<file path="config.mk">
export PLATFORM = sky130hd
export DESIGN_NAME = stream_sum_int
export DESIGN_NICKNAME = d
export VERILOG_FILES = /design/src/rtl/stream_sum_int.sv
export SDC_FILE = /design/constraint.sdc
export NUM_CORES = 1
export LEC_CHECK = 0
export BUFFER_PORTS_ARGS = -buffer_cell sky130_fd_sc_hd__buf_2
export CAP_MARGIN = 0
export CORE_MARGIN = 2
export CORE_UTILIZATION = 25
export CTS_CLUSTER_DIAMETER = 100
export DETAILED_ROUTE_END_ITERATION = 10
export MAX_ROUTING_LAYER = met4
export PLACE_DENSITY = 0.52
export SYNTH_ARGS = -nofsm -noshare
export SYNTH_HDL_FRONTEND = slang
export SYNTH_SLANG_ARGS = --single-unit
</file>
<file path="constraint.sdc">
create_clock -name clk -period 4.6 [get_ports clk]
set_clock_uncertainty 0.1 [all_clocks]
set_input_delay 0.23 -clock clk [delete_from_list [all_inputs] [get_ports clk]]
set_output_delay 0.23 -clock clk [all_outputs]
set_load 0.005 [all_outputs]
</file>
<file path="src/rtl/stream_sum_int.sv">
// stream_sum_int: accepts a job carrying an element count N, sums the next N
// stream elements (wrapping at 2^intN) and offers the sum on the output
// channel until the consumer takes it.
//
// Handshake rule for all three channels (job, stream, result): a beat moves
// only on a rising clk edge where that channel's valid and ready are both 1.
// Ready/valid outputs never depend on the partner's valid/ready in the same
// cycle. They come from registers and are forced low while rst is high, so
// nothing can move during reset.
module stream_sum_int #(
    parameter int intN = 8
) (
    input  logic            clk,
    input  logic            rst,
    input  logic            in_valid,
    output logic            in_ready,
    input  logic [intN-1:0] dIn,
    input  logic [intN-1:0] sIn,
    input  logic            sIn_valid,
    output logic            sIn_ready,
    output logic            out_valid,
    input  logic            out_ready,
    output logic [intN-1:0] dOut,
    output logic [1:0]      state_o
);

    typedef enum logic [1:0] {
        IDLE    = 2'd0,
        CONSUME = 2'd1,
        DONE    = 2'd2
    } state_t;

    state_t          state_q;
    logic [intN-1:0] acc_q;
    logic [intN-1:0] rem_q;
    logic            in_ready_q;
    logic            sIn_ready_q;
    logic            out_valid_q;

    logic [intN-1:0] acc_d;
    logic [intN-1:0] rem_d;
    logic            job_fire;
    logic            beat_fire;
    logic            res_fire;

    // Datapath next values and channel transfer strobes.
    always_comb begin
        acc_d     = acc_q + sIn;
        rem_d     = rem_q - intN'(1);
        job_fire  = in_valid & in_ready_q;
        beat_fire = sIn_valid & sIn_ready_q;
        res_fire  = out_ready & out_valid_q;
    end

    // Control FSM with registered handshake outputs and the accumulator.
    always_ff @(posedge clk) begin
        if (rst) begin
            state_q     <= IDLE;
            acc_q       <= '0;
            rem_q       <= '0;
            in_ready_q  <= 1'b1;  // masked by rst below; visible once rst drops
            sIn_ready_q <= 1'b0;
            out_valid_q <= 1'b0;
        end else begin
            case (state_q)
                IDLE: begin
                    if (job_fire) begin
                        acc_q      <= '0;
                        in_ready_q <= 1'b0;
                        if (dIn == '0) begin
                            // Empty job: the result (zero) is ready at once.
                            state_q     <= DONE;
                            out_valid_q <= 1'b1;
                        end else begin
                            rem_q       <= dIn;
                            state_q     <= CONSUME;
                            sIn_ready_q <= 1'b1;
                        end
                    end
                end
                CONSUME: begin
                    if (beat_fire) begin
                        acc_q <= acc_d;
                        rem_q <= rem_d;
                        if (rem_q == intN'(1)) begin
                            state_q     <= DONE;
                            sIn_ready_q <= 1'b0;
                            out_valid_q <= 1'b1;
                        end
                    end
                end
                DONE: begin
                    // No job is taken in the same cycle the result leaves.
                    if (res_fire) begin
                        state_q     <= IDLE;
                        out_valid_q <= 1'b0;
                        in_ready_q  <= 1'b1;
                    end
                end
                default: begin
                    state_q     <= IDLE;
                    in_ready_q  <= 1'b1;
                    sIn_ready_q <= 1'b0;
                    out_valid_q <= 1'b0;
                end
            endcase
        end
    end

    assign in_ready  = in_ready_q & ~rst;
    assign sIn_ready = sIn_ready_q & ~rst;
    assign out_valid = out_valid_q & ~rst;
    assign dOut      = acc_q;
    assign state_o   = state_q;

endmodule

</file>
==> results of run 1 <==
cell families after synthesis:
group / count (synthesis) / share of synthesized area, %
AO/OA/AOI/OAI: 58 / 26.4
XOR/XNOR: 5 / 3.15
adder cells (fa/ha/maj): 10 / 9.54
buffers and inverters: 11 / 3.42
flip-flops: 21 / 30.2
AND/OR/NAND/NOR: 72 / 27.3
cell usage after synthesis, types with 2 or more instances:
cell	instances	area (µm²)
ha_1	9	113
nand2_1	23	86.3
a21o_1	4	30.0
nor3_1	3	15.0
nor2b_1	5	31.3
a211oi_1	3	22.5
nand3_1	12	60.1
a22oi_1	2	15.0
o211ai_1	2	15.0
o21a_1	3	22.5
o21ai_0	14	70.1
nor4_1	2	12.5
nor2_1	10	37.5
a31oi_1	3	18.8
dfxtp_1	21	420
nand4_1	3	18.8
inv_1	3	11.3
clkbuf_1	5	18.8
and3_1	2	12.5
xor2_1	4	35.0
nand3b_1	6	45.0
buf_2	2	10.0
a21oi_1	19	95.1
nor3b_1	2	15.0
routing by layer:
layer	GRT usage, %	wire length [µm]
met5	-	0
met4	5.09	54
met3	1.03	62
met2	18.7	1630
met1	16.5	1730
metrics by stage:
stage	setup WS [ns]	hold slack [ns]	area, µm²	instances
finish	2.32	0.191	1660	278
global route	2.08	0.208	1660	278
CTS	2.35	0.188	1660	278
detailed placement	2.35	0.364	1610	274
global placement	2.41	0.365	1610	274
floorplan	2.79	0.303	1390	177
power groups by stage:
stage                     logic [mW]  registers [mW]  clock network, mW
after floorplan                0.201           0.243                  0
after global placement         0.255           0.258                  0
after detailed placement       0.250           0.259                  0
after CTS                      0.252           0.255              0.128
after global routing           0.287           0.263              0.134
final                          0.251           0.255              0.123
cell type report:
type / instances / area (µm²)
fillers: 581 / 3780
inverters: 3 / 11.3
well taps: 72 / 90.1
multi-input cells: 145 / 922
flip-flops and latches: 21 / 420
repair buffers: 33 / 165
clock buffers: 3 / 41.3
clock inverters: 1 / 5.00
cell usage in the layout, fill, tap and decap left out, drive strengths merged:
master	n
clkinv	1
a21o	4
a311oi	1
dfxtp	21
or3b	1
nor2b	5
a21oi	20
nand4	3
o21ai	14
a32o	1
o21ba	1
nor3b	2
nand2b	1
ha	9
xor2	4
and3b	1
o41ai	1
a22o	1
nand2	23
a211oi	3
fa	1
inv	3
clkbuf	3
o21a	3
buf	33
o21bai	1
nand3b	6
o211ai	2
nor4	3
nand3	12
nor3	3
and3	2
a2bb2oi	1
a22oi	2
a31oi	3
xnor2	1
nor2	10
sequential cells by signal (all words and copies together) (netlist names):
| signal | cells |
|---|---|
| sIn_ready_q | 1 |
| in_ready_q | 1 |
| out_valid_q | 1 |
| dOut | 8 |
| rem_q | 8 |
| state_o | 2 |
worst min-delay path by stage:
stage / slack [ns] / cells after the start / startpoint / to
2_1_floorplan: 0.30 / 2 / dIn[0] / rem_q[0]
3_3_place_gp: 0.37 / 2 / dOut[0] / dOut[0]
3_5_place_dp: 0.36 / 2 / rem_q[1] / rem_q[1]
4_1_cts: 0.19 / 3 / dIn[0] / rem_q[0]
5_1_grt: 0.21 / 3 / dIn[0] / rem_q[0]
6_report: 0.19 / 3 / dIn[0] / rem_q[0]
worst register-to-register path: stages (launching register included):
cell	delay (ns)
dfxtp_1	0.53
nor2b_1	0.87
and3_1	0.36
nand3_1	0.10
a21o_1	0.18
nand3_1	0.07
==> flow_metrics.tcl, run 1 <==
set metrics [dict create \
    status "completed" \
    synth.distinct_cells 39 \
    grt_max_degree 28 \
    finalHoldViolCount 0 \
    io_buffers 33 \
    drive_gt1_share_pct 19.9 \
    boundaryPins 34 \
    avgSynthCellArea_um2 7.85 \
    diodes 0 \
    overflow 0 \
    wirelength_um 3480 \
    worst-path-buf-inv 0 \
    place_congestion 0.793 \
    die_width_um 78.6 \
    synth_nets 208 \
    r2r_start "state_o[0]" \
    swShare_pct 40.2 \
    path_cells "nor2b_1, and3_1, nand3_1, a21o_1, nand3_1" \
    p_per_area_nw_per_um2 380 \
    max_freq_ghz 0.439 \
    setup_viol 0 \
    rows 27 \
    irDropWorstVdd_uv 140 \
    hold_buffers 0 \
    clockPowerShare_pct 19.5 \
    max-cap-violations 0 \
    hold_class "in2reg" \
    fin_util_pct 30.4 \
    period_minus_slack_ns 2.28 \
    p_switching_mw 0.253 \
    grt_setup_unrepaired "no" \
    routedWlPerCell_um 12.5 \
    finalCritPeriodShare_pct 49.6 \
    power.total_mw 0.629 \
    antenna_found_initial 0 \
    required_ns 4.70 \
    async_flop_share_pct 0 \
    end_kind "flop" \
    cts_tree "done" \
    ys.warnings.count 0 \
    grt_pass1_vias 1278 \
    cts.sinks 21 \
    final.setup.tns_ns 0 \
    post_cts_buffers 0 \
    grt_pass1_wl_um 6000 \
    critPathMaxFanout 15 \
    dr_total_vias 1370 \
    netlist_area_um2 1390 \
    crit_top_cell "nand3_1" \
    track_usage_pct 12.2 \
    slowest_stage "nor2b_1" \
    area_growth_pct 19.1 \
    antenna_left 0 \
    cp-endpoint "dOut[7]" \
    post_cts_resize_count 0 \
    cts_buffers 3 \
    htreeDepth 1 \
    slew-limit-headroom_pct 30.7 \
    critPathMaxStageDelay_ns 0.87 \
    r2r_setup_slack_ns 2.32 \
    critPathTopFamily "simple AND/OR/NAND/NOR gates" \
    drtPass1Iterations 4 \
    path_depth 5 \
    rr_endpoint "dOut[7]" \
    start_util_pct 25.6 \
    criticalPathCategory "reg2reg" \
    cts.root.buffer_cell "clkbuf_8" \
    nets 238 \
    crit_path_start "state_o[0]" \
    core_um2 5440 \
    finalMaxSlewViolations 0 \
    hpwl_um 2590 \
    r2r_cells 5 \
    drc_errors 0 \
    drt_first_iter_violations 72 \
    die_h_um 78.6 \
    power_frac_seq_pct 40.6 \
    synth-seq-area-share_pct 30.2 \
    viasPerCell 4.93 \
    insertion_delay_ns 0.26 \
    synthCells 177 \
    cts.clk_slew.worst_paths_ns 0.08 \
    synth_edf_count 0 \
    power_frac_comb_pct 39.9 \
    ys_ff_latch 21 \
    p_leak_nw 0.696 \
    p_int_mw 0.376 \
    cts_buffer_depth 2 \
    worst_setup_path_start_kind "flop" \
    arrival_ns 2.38 \
    tightest_slew_ns 1.04 \
    synth_flop_cell "dfxtp_1" \
    die-area_um2 6170 \
]
(Power assumes the default switching activity.)
==> run 2: changes to the inputs <==
- clock period: 4.6 -> 2.3 ns (I/O delays scaled with it)
==> run 2 against run 1 <==
Net effect: via count up 1.1%; power rose by 100%; critical path depth grew 2; cell area up 1.3%; count of clock-buffer cells in the layout rose by 1; largest power group is now combinational logic.
==> flow_metrics.tcl, run 2 (same netlist as run 1, synthesis figures left out) <==
set metrics [dict create \
    status "completed" \
    cts_buffers 3 \
    drc_errors 0 \
    antenna_found_initial 0 \
    cts_buffer_depth 2 \
    drt_first_iter_violations 83 \
    area_growth_pct 20.6 \
    fin_area_um2 1680 \
    insertion_delay_ns 0.26 \
    end_kind "flop" \
    htreeDepth 1 \
    hold_buffers 0 \
    irDropWorstVdd_uv 270 \
    grt_setup_unrepaired "no" \
    finalCritPeriodShare_pct 83.2 \
    power.total_mw 1.28 \
    stdcell_count 281 \
    multiInputGateArea_um2 922 \
    setup_viol 0 \
    p_int_mw 0.774 \
    routedWlPerCell_um 12.6 \
    post_cts_resize_count 0 \
    start_util_pct 25.6 \
    viasPerCell 4.93 \
    die_h_um 78.6 \
    p_per_area_nw_per_um2 764 \
    fin_util_pct 30.8 \
    dp.cells 277 \
    grt_pass1_vias 1292 \
    drive_gt1_share_pct 20.6 \
    final.setup.tns_ns 0 \
    die-area_um2 6170 \
    fin_ws_ns 0.386 \
    nFillCells 590 \
    tightest_slew_ns 0.526 \
    diodes 0 \
    core_um2 5440 \
    arrival_ns 1.96 \
    drtPass1Iterations 4 \
    post_cts_buffers 0 \
    track_usage_pct 12.1 \
    cts.clk_slew.worst_paths_ns 0.08 \
    swShare_pct 39.5 \
    final_common_cell "buf_2" \
    boundaryPins 34 \
    finalHoldViolCount 0 \
    cts.root.buffer_cell "clkbuf_8" \
    power_frac_seq_pct 39.7 \
    layout_common_cells "33 x buf_2, 23 x nand2_1, 21 x dfxtp_1" \
    antenna_left 0 \
    slew-limit-headroom_pct 64.9 \
    p_leak_nw 0.709 \
    rows 27 \
    nets 241 \
    grt_max_degree 28 \
    grt_pass1_wl_um 5820 \
    postPlaceCellArea_um2 1630 \
    max-cap-violations 0 \
    hpwl_um 2620 \
    wirelength_um 3540 \
    finalMaxSlewViolations 0 \
    critPathMaxFanout 3 \
    overflow 0 \
    regArea_um2 420 \
    clockPowerShare_pct 19.4 \
    die_width_um 78.6 \
    io_buffers 33 \
    period_minus_slack_ns 1.91 \
    p_switching_mw 0.506 \
    hold_ws_ns 0.0407 \
    cts_tree "done" \
    power_frac_comb_pct 40.8 \
    worst_setup_path_start_kind "flop" \
    max_freq_ghz 0.522 \
    required_ns 2.35 \
    dr_total_vias 1385 \
    place_congestion 0.779 \
    hold_class "in2reg" \
    criticalPathCategory "reg2reg" \
    post-place-ws_ns 0.395 \
    cts.sinks 21 \
]
[run 2: power groups by stage]
stage | logic (mW) | clock network [mW] | registers [mW]
floorplan | 0.402 | 0 | 0.486
global placement | 0.524 | 0 | 0.518
detailed placement | 0.522 | 0 | 0.516
CTS | 0.525 | 0.259 | 0.508
global route | 0.592 | 0.273 | 0.519
finish | 0.523 | 0.249 | 0.509
[run 2: critical path, cell delays in order (launching register included)]
cell,delay [ns]
dfxtp_1,0.32
ha_1,0.21
fa_1,0.42
a211oi_1,0.24
o21bai_1,0.10
a21oi_1,0.17
xor2_1,0.16
o21ai_0,0.09
[run 2: final cells by class]
class	instances	share of cell area (%)
well taps	72	5.37
clock buffers	4	2.69
flip-flops and latches	21	25.1
inverters	3	0.672
multi-input cells	145	55.0
repair buffers	36	11.2
[run 2: path summary, 6_finish.rpt]
| check | startpoint | endpoint | slack [ns] | cells past startpoint |
|---|---|---|---|---|
| max reg2reg | dOut[0] | dOut[6] | 0.39 | 7 |
| max | dOut[0] | dOut[6] | 0.39 | 7 |
| min | dIn[0] | rem_q[0] | 0.04 | 3 |
| min reg2reg | dOut[0] | dOut[0] | 0.37 | 2 |
[run 2: metal layers]
layer,global-route usage (%),wire length (µm)
met4,5.26,63
met5,-,0
met1,16.3,1790
met3,1.03,52
met2,18.5,1640
==> run 3: changes to the inputs <==
- PLACE_DENSITY: 0.52 -> 0.54
- clock period: 2.3 -> 1.7 ns (I/O delays scaled with it)
==> run 3 against run 2 <==
Net effect: global-route usage is 1.3 points higher; sequential power is 31% higher; via count is 8.8% higher; routed wire length is 9.9% higher; count of clock-buffer cells in the layout is 1 lower; clock power is 36% higher; hold slack worse by 0.013 ns; critical endpoint unchanged; largest cell class unchanged; largest power group unchanged.
==> flow_metrics.tcl, run 3 (same netlist as run 1, synthesis figures left out) <==
set metrics [dict create \
    rows 27 \
    drc_errors 0 \
    finalMaxSlewViolations 0 \
    final.setup.tns_ns 0 \
    cts.clk_slew.worst_paths_ns 0.08 \
    boundaryPins 34 \
    nets 270 \
    worst-path-buf-inv 0 \
    hold_buffers 0 \
    tightest_slew_ns 0.425 \
    diodes 0 \
    die_width_um 78.6 \
    arrival_ns 1.75 \
    required_ns 1.76 \
    finalHoldViolCount 0 \
    path_cells "ha_4, fa_2, a211oi_2, o21bai_1, a21oi_2, xor2_1, o21ai_1" \
    place_congestion 0.749 \
    track_usage_pct 13.4 \
    finalCritPeriodShare_pct 99.7 \
    grt_max_degree 16 \
    slew-limit-headroom_pct 71.7 \
    cts.root.buffer_cell "clkbuf_8" \
    overflow 0 \
    dr_total_vias 1507 \
    wirelength_um 3890 \
    area_growth_pct 40.9 \
    final_common_cell "buf_2" \
    period_minus_slack_ns 1.69 \
    critPathTopFamily "adder cells" \
    worst_setup_path_start_kind "flop" \
    start_util_pct 25.6 \
    post-place-ws_ns -0.0758 \
    htreeDepth 1 \
    irDropWorstVdd_uv 383 \
    hold_ws_ns 0.0278 \
    core_um2 5440 \
    antenna_left 0 \
    viasPerCell 4.86 \
    cts_buffers 3 \
    cts.sinks 21 \
    layout_common_cells "33 x buf_2, 31 x buf_4, 23 x nand2_1" \
    antenna_found_initial 0 \
    setup_viol 0 \
    drtPass1Iterations 5 \
    drive_gt1_share_pct 37.0 \
    max-cap-violations 0 \
    insertion_delay_ns 0.26 \
    critPathMaxStageDelay_ns 0.35 \
    grt_pass1_wl_um 6460 \
    end_kind "flop" \
    criticalPathCategory "reg2reg" \
    cts_buffer_depth 2 \
    die_h_um 78.6 \
    p_leak_nw 0.860 \
    grt_setup_unrepaired "yes" \
    cts_tree "done" \
    die-area_um2 6170 \
    slowest_stage "fa_2" \
    p_per_area_nw_per_um2 1020 \
    routedWlPerCell_um 12.6 \
    grt_pass1_vias 1419 \
    status "completed" \
    drt_first_iter_violations 66 \
    hold_class "in2reg" \
    io_buffers 33 \
    max_freq_ghz 0.590 \
    critPathMaxFanout 3 \
    hpwl_um 2920 \
    fin_ws_ns 0.00562 \
]
## run 3: final timing paths
check,depth (start not counted),slack [ns],endpoint,start
max,7,0.006,dOut[6],dOut[0]
min,3,0.03,rem_q[0],dIn[0]
max reg2reg,7,0.006,dOut[6],dOut[0]
min reg2reg,1,0.38,out_valid_q,out_valid_q
## run 3: worst min-delay path: stages
cell     delay [ns]
buf_2          0.10
nand3_1        0.07
a31oi_1        0.08
## run 3: layer usage
metal / vias up / track usage, % / share of wire (%)
li1: 772 / - / -
met1: 708 / 17.2 / 49
met2: 25 / 21.7 / 47
met3: 2 / 2.41 / 3.5
met4: 0 / 3.16 / 0.44
met5: - / - / 0
## run 3: repair_timing
action                                  CTS  global route
resized for setup                         7            10
gates cloned                              0             1
pin swaps                                 1             6
buffers inserted                          1             2
endpoints found under the setup margin    8            15
## run 3: final cells by class
cell class	count	area, µm²
fill	575	3480
multi-input combinational	146	988
sequential	21	424
timing repair buffer	64	398
tap	72	90.1
clock buffer	3	41.3
inverter	3	11.3
clock inverter	1	5.00
## run 3: power by group
part / internal, mW / switching, mW
registers: 0.578 / 0.0883
clock network: 0.163 / 0.174
logic: 0.496 / 0.501
## run 3: per-stage QoR
stage | power, mW | utilization, % | cells | area [µm²]
after global placement | 1.60 | 33.6 | 302 | 1830
after detailed placement | 1.60 | 33.6 | 302 | 1830
after floorplan | 1.20 | - | 177 | 1400
after global routing | 2.18 | 36.0 | 310 | 1960
final | 2.00 | 36.0 | 310 | 1960
after CTS | 1.98 | 35.1 | 307 | 1910
